--- config.mk ---
export PLATFORM = sky130hd
export DESIGN_NAME = dmem_port_flat
export DESIGN_NICKNAME = d
export VERILOG_FILES = /design/src/rtl/dmem_pkg.sv /design/src/rtl/dmem_port_if.sv /design/src/rtl/dmem_lane_align.sv /design/src/rtl/dmem_port.sv /design/src/flat_wrapper.sv
export SDC_FILE = /design/constraint.sdc
export NUM_CORES = 1
export LEC_CHECK = 0
export CAP_MARGIN = 15
export CORE_MARGIN = 5
export CORE_UTILIZATION = 44
export DETAILED_ROUTE_END_ITERATION = 16
export DONT_BUFFER_PORTS = 1
export GPL_TIMING_DRIVEN = 0
export PLACE_DENSITY = 0.7
export SYNTH_ARGS = -nofsm -noshare
export SYNTH_HDL_FRONTEND = slang
export SYNTH_HIERARCHICAL = 1
export SYNTH_SLANG_ARGS = --single-unit
export TNS_END_PERCENT = 10
--- constraint.sdc ---
create_clock -name clk -period 1.9 [get_ports clk]
set_input_delay 0.19 -clock clk [delete_from_list [all_inputs] [get_ports clk]]
set_output_delay 0.19 -clock clk [all_outputs]
set_load 0.1 [all_outputs]
--- src/rtl/dmem_pkg.sv ---
// Shared types and constants for the data-memory port: FSM states, funct3 access codes,
// access-size decode and the default bus timeout.
package dmem_pkg;

  typedef enum logic [1:0] {
    ST_IDLE,
    ST_REQ,
    ST_DONE
  } dmem_state_e;

  typedef enum logic [1:0] {
    SZ_B,
    SZ_H,
    SZ_W
  } acc_size_e;

  localparam logic [2:0] F3_B  = 3'b000;
  localparam logic [2:0] F3_H  = 3'b001;
  localparam logic [2:0] F3_W  = 3'b010;
  localparam logic [2:0] F3_BU = 3'b100;
  localparam logic [2:0] F3_HU = 3'b101;

  localparam int TIMEOUT_CYCLES_DEF = 16;

  // Reserved encodings (011, 110, 111) behave as word accesses.
  function automatic acc_size_e access_size(input logic [2:0] f3);
    case (f3)
      F3_B, F3_BU: return SZ_B;
      F3_H, F3_HU: return SZ_H;
      default:     return SZ_W;
    endcase
  endfunction

endpackage

--- src/rtl/dmem_port_if.sv ---
// Word-addressed request/acknowledge bus between the data-memory port (master) and memory (slave).
interface dmem_port_if;
  logic        cyc;
  logic        stb;
  logic        we;
  logic [31:0] adr;
  logic [3:0]  sel;
  logic [31:0] dat_o;
  logic [31:0] dat_i;
  logic        ack;
  logic        err;

  modport master (
    output cyc, stb, we, adr, sel, dat_o,
    input  dat_i, ack, err
  );

  modport slave (
    input  cyc, stb, we, adr, sel, dat_o,
    output dat_i, ack, err
  );
endinterface

--- src/rtl/dmem_lane_align.sv ---
// Combinational byte-lane logic: alignment check, store lane enables and data replication,
// and right-justification of load data (no sign/zero extension).
module dmem_lane_align
  import dmem_pkg::*;
(
  input  logic [2:0]  funct3,
  input  logic [1:0]  addr_lo,
  input  logic        we,
  input  logic [31:0] wdata,
  input  logic [1:0]  load_off,
  input  logic [31:0] load_raw,
  output logic        aligned,
  output logic [3:0]  sel,
  output logic [31:0] dat_o,
  output logic [31:0] load_data
);

  acc_size_e   size;
  logic [31:0] rep_b;
  logic [31:0] rep_h;

  assign size = access_size(funct3);

  genvar gi;
  for (gi = 0; gi < 4; gi++) begin : g_lane
    assign rep_b[gi*8 +: 8] = wdata[7:0];
    assign rep_h[gi*8 +: 8] = wdata[(gi % 2)*8 +: 8];
  end

  always_comb begin
    aligned = 1'b1;
    sel     = 4'b1111;
    dat_o   = wdata;
    case (size)
      SZ_B: begin
        dat_o = rep_b;
        if (we) sel = 4'b0001 << addr_lo;
      end
      SZ_H: begin
        aligned = ~addr_lo[0];
        dat_o   = rep_h;
        if (we) sel = 4'b0011 << {addr_lo[1], 1'b0};
      end
      default: begin
        aligned = (addr_lo == 2'b00);
      end
    endcase
  end

  assign load_data = load_raw >> {load_off, 3'b000};

endmodule

--- src/rtl/dmem_port.sv ---
// Load/store unit bus port: IDLE -> REQ -> DONE handshake with alignment faults and bus errors.
// Optional REQ timeout enabled by defining DMEM_TIMEOUT_EN.
module dmem_port
  import dmem_pkg::*;
#(
  parameter int TIMEOUT_CYCLES = TIMEOUT_CYCLES_DEF
) (
  input  logic               clk,
  input  logic               rst_n,
  input  logic               mem_req,
  input  logic               mem_we,
  input  logic [2:0]         funct3,
  input  logic [31:0]        addr,
  input  logic [31:0]        wdata,
  output logic [31:0]        read_data,
  output logic               stall,
  output logic               misaligned,
  output logic               bus_fault,
  dmem_port_if.master        bus
);

  dmem_state_e state_reg;
  logic        cyc_reg;
  logic        we_reg;
  logic [31:0] adr_reg;
  logic [3:0]  sel_reg;
  logic [31:0] dat_o_reg;
  logic [1:0]  off_reg;
  logic [31:0] read_data_reg;
  logic        misaligned_reg;
  logic        fault_reg;

  logic        aligned;
  logic [3:0]  sel_next;
  logic [31:0] dat_o_next;
  logic [31:0] load_data;

`ifdef DMEM_TIMEOUT_EN
  localparam logic [7:0] TIMEOUT_LAST = 8'(TIMEOUT_CYCLES - 1);
  logic [7:0] timeout_cnt_reg;
`endif

  dmem_lane_align u_lane_align (
    .funct3    (funct3),
    .addr_lo   (addr[1:0]),
    .we        (mem_we),
    .wdata     (wdata),
    .load_off  (off_reg),
    .load_raw  (bus.dat_i),
    .aligned   (aligned),
    .sel       (sel_next),
    .dat_o     (dat_o_next),
    .load_data (load_data)
  );

  always_ff @(posedge clk) begin
    if (!rst_n) begin
      state_reg      <= ST_IDLE;
      cyc_reg        <= 1'b0;
      we_reg         <= 1'b0;
      adr_reg        <= '0;
      sel_reg        <= '0;
      dat_o_reg      <= '0;
      off_reg        <= '0;
      read_data_reg  <= '0;
      misaligned_reg <= 1'b0;
      fault_reg      <= 1'b0;
`ifdef DMEM_TIMEOUT_EN
      timeout_cnt_reg <= '0;
`endif
    end else begin
      misaligned_reg <= 1'b0;
      fault_reg      <= 1'b0;
      case (state_reg)
        ST_IDLE: begin
          if (mem_req) begin
            if (aligned) begin
              state_reg <= ST_REQ;
              cyc_reg   <= 1'b1;
              we_reg    <= mem_we;
              adr_reg   <= {addr[31:2], 2'b00};
              sel_reg   <= sel_next;
              dat_o_reg <= dat_o_next;
              off_reg   <= addr[1:0];
`ifdef DMEM_TIMEOUT_EN
              timeout_cnt_reg <= '0;
`endif
            end else begin
              state_reg      <= ST_DONE;
              misaligned_reg <= 1'b1;
              read_data_reg  <= '0;
            end
          end
        end
        ST_REQ: begin
          // Error takes priority over a simultaneous acknowledge.
          if (bus.err) begin
            state_reg     <= ST_DONE;
            cyc_reg       <= 1'b0;
            fault_reg     <= 1'b1;
            read_data_reg <= '0;
          end else if (bus.ack) begin
            state_reg <= ST_DONE;
            cyc_reg   <= 1'b0;
            if (!we_reg) read_data_reg <= load_data;
          end else begin
`ifdef DMEM_TIMEOUT_EN
            if (timeout_cnt_reg == TIMEOUT_LAST) begin
              state_reg     <= ST_DONE;
              cyc_reg       <= 1'b0;
              fault_reg     <= 1'b1;
              read_data_reg <= '0;
            end else begin
              timeout_cnt_reg <= timeout_cnt_reg + 8'd1;
            end
`endif
          end
        end
        ST_DONE: begin
          state_reg <= ST_IDLE;
        end
        default: begin
          state_reg <= ST_IDLE;
        end
      endcase
    end
  end

  assign stall      = mem_req & (state_reg != ST_DONE);
  assign read_data  = read_data_reg;
  assign misaligned = misaligned_reg;
  assign bus_fault  = fault_reg;

  assign bus.cyc   = cyc_reg;
  assign bus.stb   = cyc_reg;
  assign bus.we    = we_reg;
  assign bus.adr   = adr_reg;
  assign bus.sel   = sel_reg;
  assign bus.dat_o = dat_o_reg;

endmodule

--- src/flat_wrapper.sv ---
// flat-port wrapper written by rule: the top's interface ports become plain ports
module dmem_port_flat import dmem_pkg::*;
#(
  parameter int TIMEOUT_CYCLES = TIMEOUT_CYCLES_DEF
)
  (clk, rst_n, mem_req, mem_we, funct3, addr, wdata, read_data, stall, misaligned, bus_fault, bus_cyc, bus_stb, bus_we, bus_adr, bus_sel, bus_dat_o, bus_dat_i, bus_ack, bus_err);
  dmem_port_if bus_i ();
  input  logic clk;
  input  logic rst_n;
  input  logic mem_req;
  input  logic mem_we;
  input  logic [2:0] funct3;
  input  logic [31:0] addr;
  input  logic [31:0] wdata;
  output logic [31:0] read_data;
  output logic stall;
  output logic misaligned;
  output logic bus_fault;
  output wire logic [$bits(bus_i.cyc)-1:0] bus_cyc;
  output wire logic [$bits(bus_i.stb)-1:0] bus_stb;
  output wire logic [$bits(bus_i.we)-1:0] bus_we;
  output wire logic [$bits(bus_i.adr)-1:0] bus_adr;
  output wire logic [$bits(bus_i.sel)-1:0] bus_sel;
  output wire logic [$bits(bus_i.dat_o)-1:0] bus_dat_o;
  input wire logic [$bits(bus_i.dat_i)-1:0] bus_dat_i;
  input wire logic [$bits(bus_i.ack)-1:0] bus_ack;
  input wire logic [$bits(bus_i.err)-1:0] bus_err;
  assign bus_cyc = bus_i.cyc;
  assign bus_stb = bus_i.stb;
  assign bus_we = bus_i.we;
  assign bus_adr = bus_i.adr;
  assign bus_sel = bus_i.sel;
  assign bus_dat_o = bus_i.dat_o;
  assign bus_i.dat_i = bus_dat_i;
  assign bus_i.ack = bus_ack;
  assign bus_i.err = bus_err;
  dmem_port #(.TIMEOUT_CYCLES(TIMEOUT_CYCLES)) u_core (.clk(clk), .rst_n(rst_n), .mem_req(mem_req), .mem_we(mem_we), .funct3(funct3), .addr(addr), .wdata(wdata), .read_data(read_data), .stall(stall), .misaligned(misaligned), .bus_fault(bus_fault), .bus(bus_i));
endmodule
==> results.md, run 1 <==
- Clk sinks: 106
- Die X: 118 um
- Max Root-Sink Buffers: 2
- Required time worst endpoint: 2.17 ns
- VDD IR max: 0.000676 V
- CTS buffer count: 9
- All-Layer GR Usage: 21.0%
- Vias in the first global route: 4398
- Hold endpoint: u_core/bus.adr[17]
- Initial Util: 45.0%
- Slew @ Worst Pin: 1.03 ns
- Area growth, synth to finish: 15.3%
- Clock Pin Slew Worst Setup and Hold Paths: 0.07 ns
- Yosys reg bits: 106
- Pre-Repair DR Iteration Count: 4
- RSZ-0062 raised after global routing: no
- Post-Syn Area: 0.00514 mm^2
- Critical path depth: 4
- Post-Syn Instances: 593
- Final cell count without fillers: 782
- Final nets: 739
- CP Cell Sequence: nand2_1, o221ai_4, buf_6, mux2i_1
- Detailed-route wire length: 15.1 mm
- # setup viols final: 0
- Max_slew headroom: 31.5%
- CP peak stage delay: 0.70 ns
- IO Port Bufs: 0
- Top FF cell, synth: dfxtp_1
- Largest delay contributor family on the critical path: flip-flops
- Vias: 4229
- Yosys cell types: 32
- Status: finished, final reports clean
- CTS tree: done
- Placed Cells: 737
- Seq/Total Area, Yosys: 41.3%
- Fillers: 1069
- Initial antenna violation count: 0
- Crit path time final: 1.75 ns
- Gpl congestion: 0.899
- Leak pwr: 0.00230 uW
- DIE AREA: 0.0139 mm^2
- # Post-CTS Setup Buffers: 0
- Worst Skew: 0.00609 ns
- Pins over their slew limit: 0
- Pin count of the biggest net entering global routing: 16
- Die height: 118 um
- Avg WL per Cell: 19.3 um
- Hpwl dp: 11.2 mm
- Fin. Hold Viols: 0
- PwrDens: 965 mW/mm^2
- Number of flops mapped to enable cells by yosys: 0
- Final TNS setup: 0 ns
- Min-delay src: addr[17]
- Ratio of cells with drive above 1 in the final layout: 13.5%
- CTS root buffer: clkbuf_16
- First-pass GRT wire length: 23.7 mm
- Worst Path Arrival: 2.02 ns
- Slowest cell on crit path: dfxtp_2
- CTS H-tree lvls: 3
- Worst hold path class: in -> reg
- Gr ovfl total: 0
- Reg-to-reg critical path startpoint: u_core/bus.we
- Startpoint Class: flop
- DR DRC count: 0
- Worst reg2reg path endpoint: u_core/read_data[3]
- Hold Crit Depth: 2
- WS Path Type: reg -> reg
- CP Max Fanout: 10
- Post-route ant nets: 0
- DRT iter0 DRCs: 227
- Max-cap violation count: 0
- Routed vias/inst: 5.41
- Synth async-reset ratio: 0%
- Yosys Warn Count: 6
- Mean Syn Cell Area: 8.67 um^2
- WHS: 0.0303 ns
- Crit end category: flop
- Io pins: 211
- Diode count: 0
- Row count: 39
- CP bufs+invs: 1
- Clock latency on the worst-skew pair: 0.34 ns
- Fmax: 572 MHz
- Worst-case reg-to-reg path depth: 4
- Core area: 0.0114 mm^2
- R2R Setup Slk: 0.15 ns
- Period Utilization, post-route: 92.0%
==> worst reg2reg max path, delay by kind of cell (launching register included) <==
kind / cells / cell delay, ns
buf+inv: 1 / 0.23
mux: 1 / 0.21
flops: 1 / 0.70
simple gates: 1 / 0.19
compound gates: 1 / 0.35
==> cells in the final DEF (no fill, tap or decap), types with 2 or more instances in the layout <==
cell type      synthesis  final
nand2_1              211    211
dfxtp_1              106    104
mux2i_1               72     72
a21boi_0              59     59
dlygate4sd3_1          0     29
buf_4                 22     22
buf_2                 17     16
mux2_2                16     16
clkbuf_1              10     13
nor2_1                11     11
a21boi_1              10     10
clkbuf_16              0      9
buf_6                  8      8
o21ai_1                8      8
and2_1                 8      8
o2bb2ai_1              8      8
o21ai_0                5      5
clkbuf_8               0      2
inv_1                  2      2
o21a_1                 3      2
conb_1                 1      2
dfxtp_2                0      2
nor2b_1                2      2
==> Yosys cell counts, types with 2 or more instances <==
master,instances,share of area (%)
dfxtp_1,106,41
and2_1,8,0.97
nor4bb_1,2,0.39
nand2_1,211,15
o21ai_1,8,0.78
nor2b_1,2,0.24
a21boi_0,59,8.6
buf_6,8,1.8
nor2_1,11,0.80
mux2_2,16,3.5
o2bb2ai_1,8,1.4
buf_4,22,3.2
clkbuf_1,10,0.73
inv_1,2,0.15
o21a_1,3,0.44
buf_2,17,1.7
a21boi_1,10,1.5
mux2i_1,72,14
o21ai_0,5,0.49
==> per-stage QoR <==
| stage | worst slack (ns) | utilization, % | area, um^2 | power [uW] |
|---|---|---|---|---|
| floorplan | 0.225 | - | 5140 | 3650 |
| global placement | -0.0662 | 46.6 | 5320 | 3790 |
| detailed placement | -0.183 | 46.6 | 5320 | 3810 |
| CTS | 0.00471 | 51.8 | 5910 | 5760 |
| global route | 0.0357 | 51.9 | 5920 | 5940 |
| finish | 0.152 | 51.9 | 5920 | 5710 |
==> final cells by class <==
cell class,instances,area [um^2],area share [%]
clock inverters,2,35.0,0.591
flip-flops and latches,106,2120,35.9
inverters,2,7.51,0.127
plain buffers,57,380,6.42
multi-input cells,429,2640,44.6
well taps,143,179,3.02
repair buffers,29,290,4.90
clock buffers,14,264,4.46
==> per-layer routing <==
layer	GRT usage, %	share of wire, %	vias up
met3	8.27	9.4	39
met2	35.1	49	176
li1	-	-	2033
met4	10.1	3.6	0
met1	23.1	38	1981
met5	0	0	-
==> power by group <==
part / internal (uW) / leakage (uW) / switching, uW
registers: 2320 / 0.000863 / 753
logic: 337 / 0.00129 / 407
clock network: 1090 / 0.000147 / 802
total: 3750 / 0.00230 / 1960
==> kinds of logic (layout without fill, tap and decap cells) <==
kind of cell	Yosys count	in the layout	synth area share, %
compound gates	97	97	14.2
buf+inv	59	104	7.50
flops	106	106	41.3
mux	88	88	17.5
other cells	1	2	0.0730
simple gates	242	242	19.4
==> worst max path at each step <==
stage                                   start                   to  slack (ns)
after detailed placement            funct3[1]   u_core/bus.adr[29]       -0.18
after CTS                 u_core/state_reg[1]                stall       0.005
final                           u_core/bus.we  u_core/read_data[3]        0.15
after global routing                funct3[1]   u_core/bus.adr[20]        0.04
after global placement              funct3[1]    u_core/bus.sel[1]       -0.07
after floorplan                     funct3[1]    u_core/bus.sel[2]        0.22
==> timing repair <==
action | 4_1_cts | 5_1_grt
gates resized for setup | 1 | 3
endpoints found under the setup margin | 1 | 4
pin swaps | 0 | 1
hold endpoints to repair | 29 | 0
hold buffers | 29 | 0
No activity file was read; power rests on OpenSTA's default activity.
==> run 2: changes to the inputs <==
--- a/config.mk
+++ b/config.mk
@@ -5,13 +5,14 @@
 export SDC_FILE = /design/constraint.sdc
 export NUM_CORES = 1
 export LEC_CHECK = 0
-export CAP_MARGIN = 15
+export CAP_MARGIN = 20
 export CORE_MARGIN = 5
 export CORE_UTILIZATION = 44
 export DETAILED_ROUTE_END_ITERATION = 16
 export DONT_BUFFER_PORTS = 1
+export GPL_ROUTABILITY_DRIVEN = 0
 export GPL_TIMING_DRIVEN = 0
-export PLACE_DENSITY = 0.7
+export PLACE_DENSITY = 0.72
 export SYNTH_ARGS = -nofsm -noshare
 export SYNTH_HDL_FRONTEND = slang
 export SYNTH_HIERARCHICAL = 1
==> constraint.sdc (replaced) <==
create_clock -name clk -period 1.55 [get_ports clk]
set_input_delay 0.155 -clock clk [delete_from_list [all_inputs] [get_ports clk]]
set_output_delay 0.155 -clock clk [all_outputs]
set_load 0.1 [all_outputs]
==> results.md, run 2 (synthesis results as in run 1) <==
- PwrDens: 1140 mW/mm^2
- Final WS setup: 0.0518 ns
- Initial antenna violation count: 0
- Io pins: 211
- WS Path Type: reg -> reg
- IO Port Bufs: 0
- Initial Util: 45.0%
- Fillers: 1036
- All-Layer GR Usage: 20.6%
- WHS: 0.0321 ns
- Detailed-route wire length: 14.8 mm
- Placed Area: 0.00533 mm^2
- Gr ovfl total: 0
- Clock share of power: 31.3%
- Area growth, synth to finish: 16.6%
- Pre-Repair DR Iteration Count: 4
- Clock latency on the worst-skew pair: 0.34 ns
- CTS root buffer: clkbuf_16
- Fin. Hold Viols: 0
- Post-route ant nets: 0
- Worst Path Arrival: 1.75 ns
- DIE AREA: 0.0139 mm^2
- Diode count: 0
- Die height: 118 um
- Clock Pin Slew Worst Setup and Hold Paths: 0.06 ns
- Worst Skew: 0.00987 ns
- Commonest cells after routing, fill and taps aside: nand2_1, dfxtp_1, mux2i_1
- CTS tree: done
- Row count: 39
- CP Max Fanout: 10
- Core area: 0.0114 mm^2
- P_sw: 2390 uW
- DR top layer: met4
- Vias: 4217
- Part of the power in registers: 55.1%
- Startpoint Class: flop
- CTS buffer count: 9
- Pin count of the biggest net entering global routing: 16
- Crit end category: flop
- Fmax: 667 MHz
- Finished Cell Area: 0.00599 mm^2
- Die X: 118 um
- DR DRC count: 0
- Crit path time final: 1.50 ns
- Status: finished, final reports clean
- Clk sinks: 106
- Required time worst endpoint: 1.80 ns
- DRT iter0 DRCs: 206
- WL met2: 7.49 mm
- Internal: 4440 uW
- Slew @ Worst Pin: 1.03 ns
- Place WS: -0.277 ns
- Avg WL per Cell: 18.8 um
- Routed vias/inst: 5.35
- Leak pwr: 0.00232 uW
- Met3 wire len: 1.36 mm
- Hpwl dp: 11.2 mm
- Sw frac: 34.9%
- # setup viols final: 0
- Max Root-Sink Buffers: 2
- Total power: 6830 uW
- First-pass GRT wire length: 23.1 mm
- Period Utilization, post-route: 96.7%
- Max-cap violation count: 0
- Ratio of cells with drive above 1 in the final layout: 14.1%
- Vias in the first global route: 4304
- Max_slew headroom: 31.5%
- M1 WL: 5.75 mm
- Most common cell after layout, fill and taps aside: nand2_1
- CTS H-tree lvls: 3
- Worst hold path class: in -> reg
- Pins over their slew limit: 0
- Final nets: 746
- Combinational power share: 13.6%
- VDD IR max: 0.000663 V
==> run 2: cell types whose count changed in the layout (fill, tap and decap cells not counted), sizes merged <==
cell         delta
buf             +1
bufinv          -1
clkinvlp        +1
dlygate4sd3     +5
==> run 2: layout make-up <==
class                   count  area [um^2]  share of cell area, %
repair buffers             36          355                   5.93
multi-input cells         429         2650                   44.3
clock buffers              13          260                   4.35
well taps                 143          179                   2.99
flip-flops and latches    106         2130                   35.6
clock inverters             2         12.5                  0.209
inverters                   2         7.51                  0.125
plain buffers              57          389                   6.50
==> run 2: power groups by stage <==
stage	clock [uW]	sequential (uW)	combinational, uW
after CTS	2210	3770	914
after floorplan	0	3780	694
after detailed placement	0	3820	841
final	2130	3760	932
after global routing	2350	3780	1020
after global placement	0	3820	817
==> run 2: worst max-delay path: stages (launching register included) <==
cell and delay [ns]:
dfxtp_4 0.56, nand2_2 0.11, o221ai_4 0.30, buf_8 0.20, mux2i_2 0.24
==> run 2: timing repair <==
action / in CTS / in global routing
pin swaps: 1 / 1
hold buffers: 34 / 0
resized for setup: 3 / 8
endpoints found under the setup margin: 6 / 62
endpoints found under the hold margin: 34 / 0
setup buffers: 0 / 2
==> run 2: layer usage <==
metal | track usage, % | vias to the layer above
li1 | - | 2042
met1 | 23.6 | 1992
met2 | 34.3 | 167
met3 | 8.65 | 16
met4 | 7.03 | 0
met5 | 0 | -
==> run 2: metrics by stage <==
step | TNS (ns) | cells | utilization (%)
2_1_floorplan | 0 | 594 | -
3_3_place_gp | -13.73 | 737 | 46.7
3_5_place_dp | -17.86 | 737 | 46.7
4_1_cts | -0.00381 | 786 | 52.1
5_1_grt | -0.000205 | 788 | 52.5
6_report | 0 | 788 | 52.5
==> run 2: final timing paths <==
check,from,end,slack [ns],cells after the start
max,u_core/bus.we,u_core/read_data[18],0.05,4
min reg2reg,u_core/off_reg[0],u_core/off_reg[0],0.46,2
min,bus_ack,u_core/state_reg[0],0.03,2
max reg2reg,u_core/bus.we,u_core/read_data[18],0.05,4
==> run 3: changes to the inputs <==
--- a/config.mk
+++ b/config.mk
@@ -7,12 +7,11 @@
 export LEC_CHECK = 0
 export CAP_MARGIN = 20
 export CORE_MARGIN = 5
-export CORE_UTILIZATION = 44
+export CORE_UTILIZATION = 39
 export DETAILED_ROUTE_END_ITERATION = 16
-export DONT_BUFFER_PORTS = 1
 export GPL_ROUTABILITY_DRIVEN = 0
 export GPL_TIMING_DRIVEN = 0
-export PLACE_DENSITY = 0.72
+export PLACE_DENSITY = 0.88
 export SYNTH_ARGS = -nofsm -noshare
 export SYNTH_HDL_FRONTEND = slang
 export SYNTH_HIERARCHICAL = 1
==> results.md, run 3 (synthesis results as in run 1) <==
- First-pass GRT wire length: 25.3 mm
- Pins over their slew limit: 0
- Part of the power in registers: 39.0%
- Post-route ant nets: 0
- Clock share of power: 31.4%
- CP Launch Point: bus_err
- Pre-Repair DR Iteration Count: 5
- PwrDens: 942 mW/mm^2
- R2R Setup Slk: 0.14 ns
- CP Max Fanout: 10
- Max-cap violation count: 0
- Slew @ Worst Pin: 0.582 ns
- Diode count: 0
- Commonest cells after routing, fill and taps aside: nand2_1, dfxtp_1, clkdlybuf4s15_2
- CTS root buffer: clkbuf_16
- Leak pwr: 0.00301 uW
- Hold Crit Depth: 3
- Detailed-route wire length: 16.1 mm
- Initial antenna violation count: 0
- Clock latency on the worst-skew pair: 0.35 ns
- Sw frac: 34.6%
- Vias in the first global route: 4747
- DR DRC count: 0
- Die height: 125 um
- Worst-case reg-to-reg path depth: 5
- CTS buffer count: 9
- Initial Util: 39.3%
- Avg WL per Cell: 16.2 um
- Required time worst endpoint: 1.82 ns
- Fmax: 680 MHz
- Clk sinks: 106
- Routed vias/inst: 4.82
- Status: finished, final reports clean
- Max Root-Sink Buffers: 2
- Ratio of cells with drive above 1 in the final layout: 23.8%
- All-Layer GR Usage: 20.2%
- Core area: 0.0131 mm^2
- Combinational power share: 29.6%
- DRT iter0 DRCs: 260
- Internal: 4870 uW
- Crit path time final: 1.47 ns
- Area growth, synth to finish: 53.9%
- P_sw: 2580 uW
- Row count: 42
- IO Port Bufs: 205
- Io pins: 211
- Gr ovfl total: 0
- VDD IR max: 0.000714 V
- Worst hold path class: in -> reg
- Fin. Hold Viols: 0
- WS Path Type: in -> reg
- Die X: 125 um
- Reg-to-reg critical path startpoint: u_core/state_reg[0]
- Worst Path Arrival: 1.74 ns
- RSZ-0062 raised after global routing: no
- Pin count of the biggest net entering global routing: 20
- DIE AREA: 0.0156 mm^2
- Placed Area: 0.00742 mm^2
- CTS H-tree lvls: 3
- Finished Cell Area: 0.00791 mm^2
- Final TNS setup: 0 ns
- Clock Pin Slew Worst Setup and Hold Paths: 0.07 ns
- Period Utilization, post-route: 94.9%
- Final nets: 918
- Crit end category: flop
- # setup viols final: 0
- Startpoint Class: input port
- Worst Setup EP: u_core/read_data[4]
- Worst reg2reg path endpoint: u_core/read_data[11]
- Vias: 4787
- CTS tree: done
- Max_slew headroom: 61.4%
- Hpwl dp: 12.7 mm
- Worst Skew: 0.00794 ns
- Most common cell after layout, fill and taps aside: nand2_1
## run 3: cell types whose count changed in the layout (fill, tap and decap cells not counted), moves of 3 or more
cell	delta
clkdlybuf4s50_1	+98
clkdlybuf4s15_2	+102
buf_4	-3
buf_6	+6
dlygate4sd3_1	-34
## run 3: repair_timing
action                     CTS  global route
hold buffers                 0             0
gates resized for setup    327             9
pin swaps                    1             2
setup endpoints to repair  207           100
cloned                       0             0
buffers inserted             0             3
## run 3: power groups by stage
stage | logic (uW) | clock network [uW] | registers [uW]
after CTS | 2190 | 2400 | 2910
after global routing | 2320 | 2480 | 2920
after detailed placement | 2210 | 0 | 2970
final | 2200 | 2340 | 2910
after floorplan | 694 | 0 | 3780
after global placement | 2190 | 0 | 2960
## run 3: per-layer routing
layer	global-route usage, %	part of all wire [%]
met5	0	0
met4	7.61	2.5
met3	5.19	6.1
met2	35.1	50
met1	23.9	41
## run 3: worst min-delay path by stage
stage / startpoint / endpoint / slack, ns
floorplan: mem_we / u_core/bus.we / 0.29
global placement: u_core/bus.dat_o[27] / u_core/bus.dat_o[27] / 0.44
detailed placement: u_core/bus.dat_o[27] / u_core/bus.dat_o[27] / 0.45
CTS: addr[0] / u_core/off_reg[0] / 0.24
global route: addr[1] / u_core/off_reg[1] / 0.22
finish: addr[1] / u_core/off_reg[1] / 0.19
## run 3: worst max-delay path, stage by stage
cell and delay [ns]:
clkdlybuf4s50_1 0.53, o21a_1 0.28, o221ai_4 0.33, buf_6 0.23, mux2i_1 0.22
## run 3: area by class of cell
type,instances,area [um^2]
Multi-Input combinational cell,429,2650
Inverter,2,7.51
Buffer,57,409
Timing Repair Buffer,208,2190
Clock buffer,10,229
Tap cell,176,220
Sequential cell,106,2130
Fill cell,1080,5180
Clock inverter,6,72.6
## run 3: stage by stage
step                hold WS (ns)  std cells  total power (uW)  setup WS [ns]  utilization, %
floorplan                  0.289        594              4480         0.0210               -
global placement           0.441        975              5160         -0.670            56.7
detailed placement         0.446        975              5180         -0.726            56.7
CTS                        0.239        991              7500        -0.0710            60.2
global route               0.216        994              7720        0.00905            60.4
finish                     0.190        994              7450         0.0790            60.4
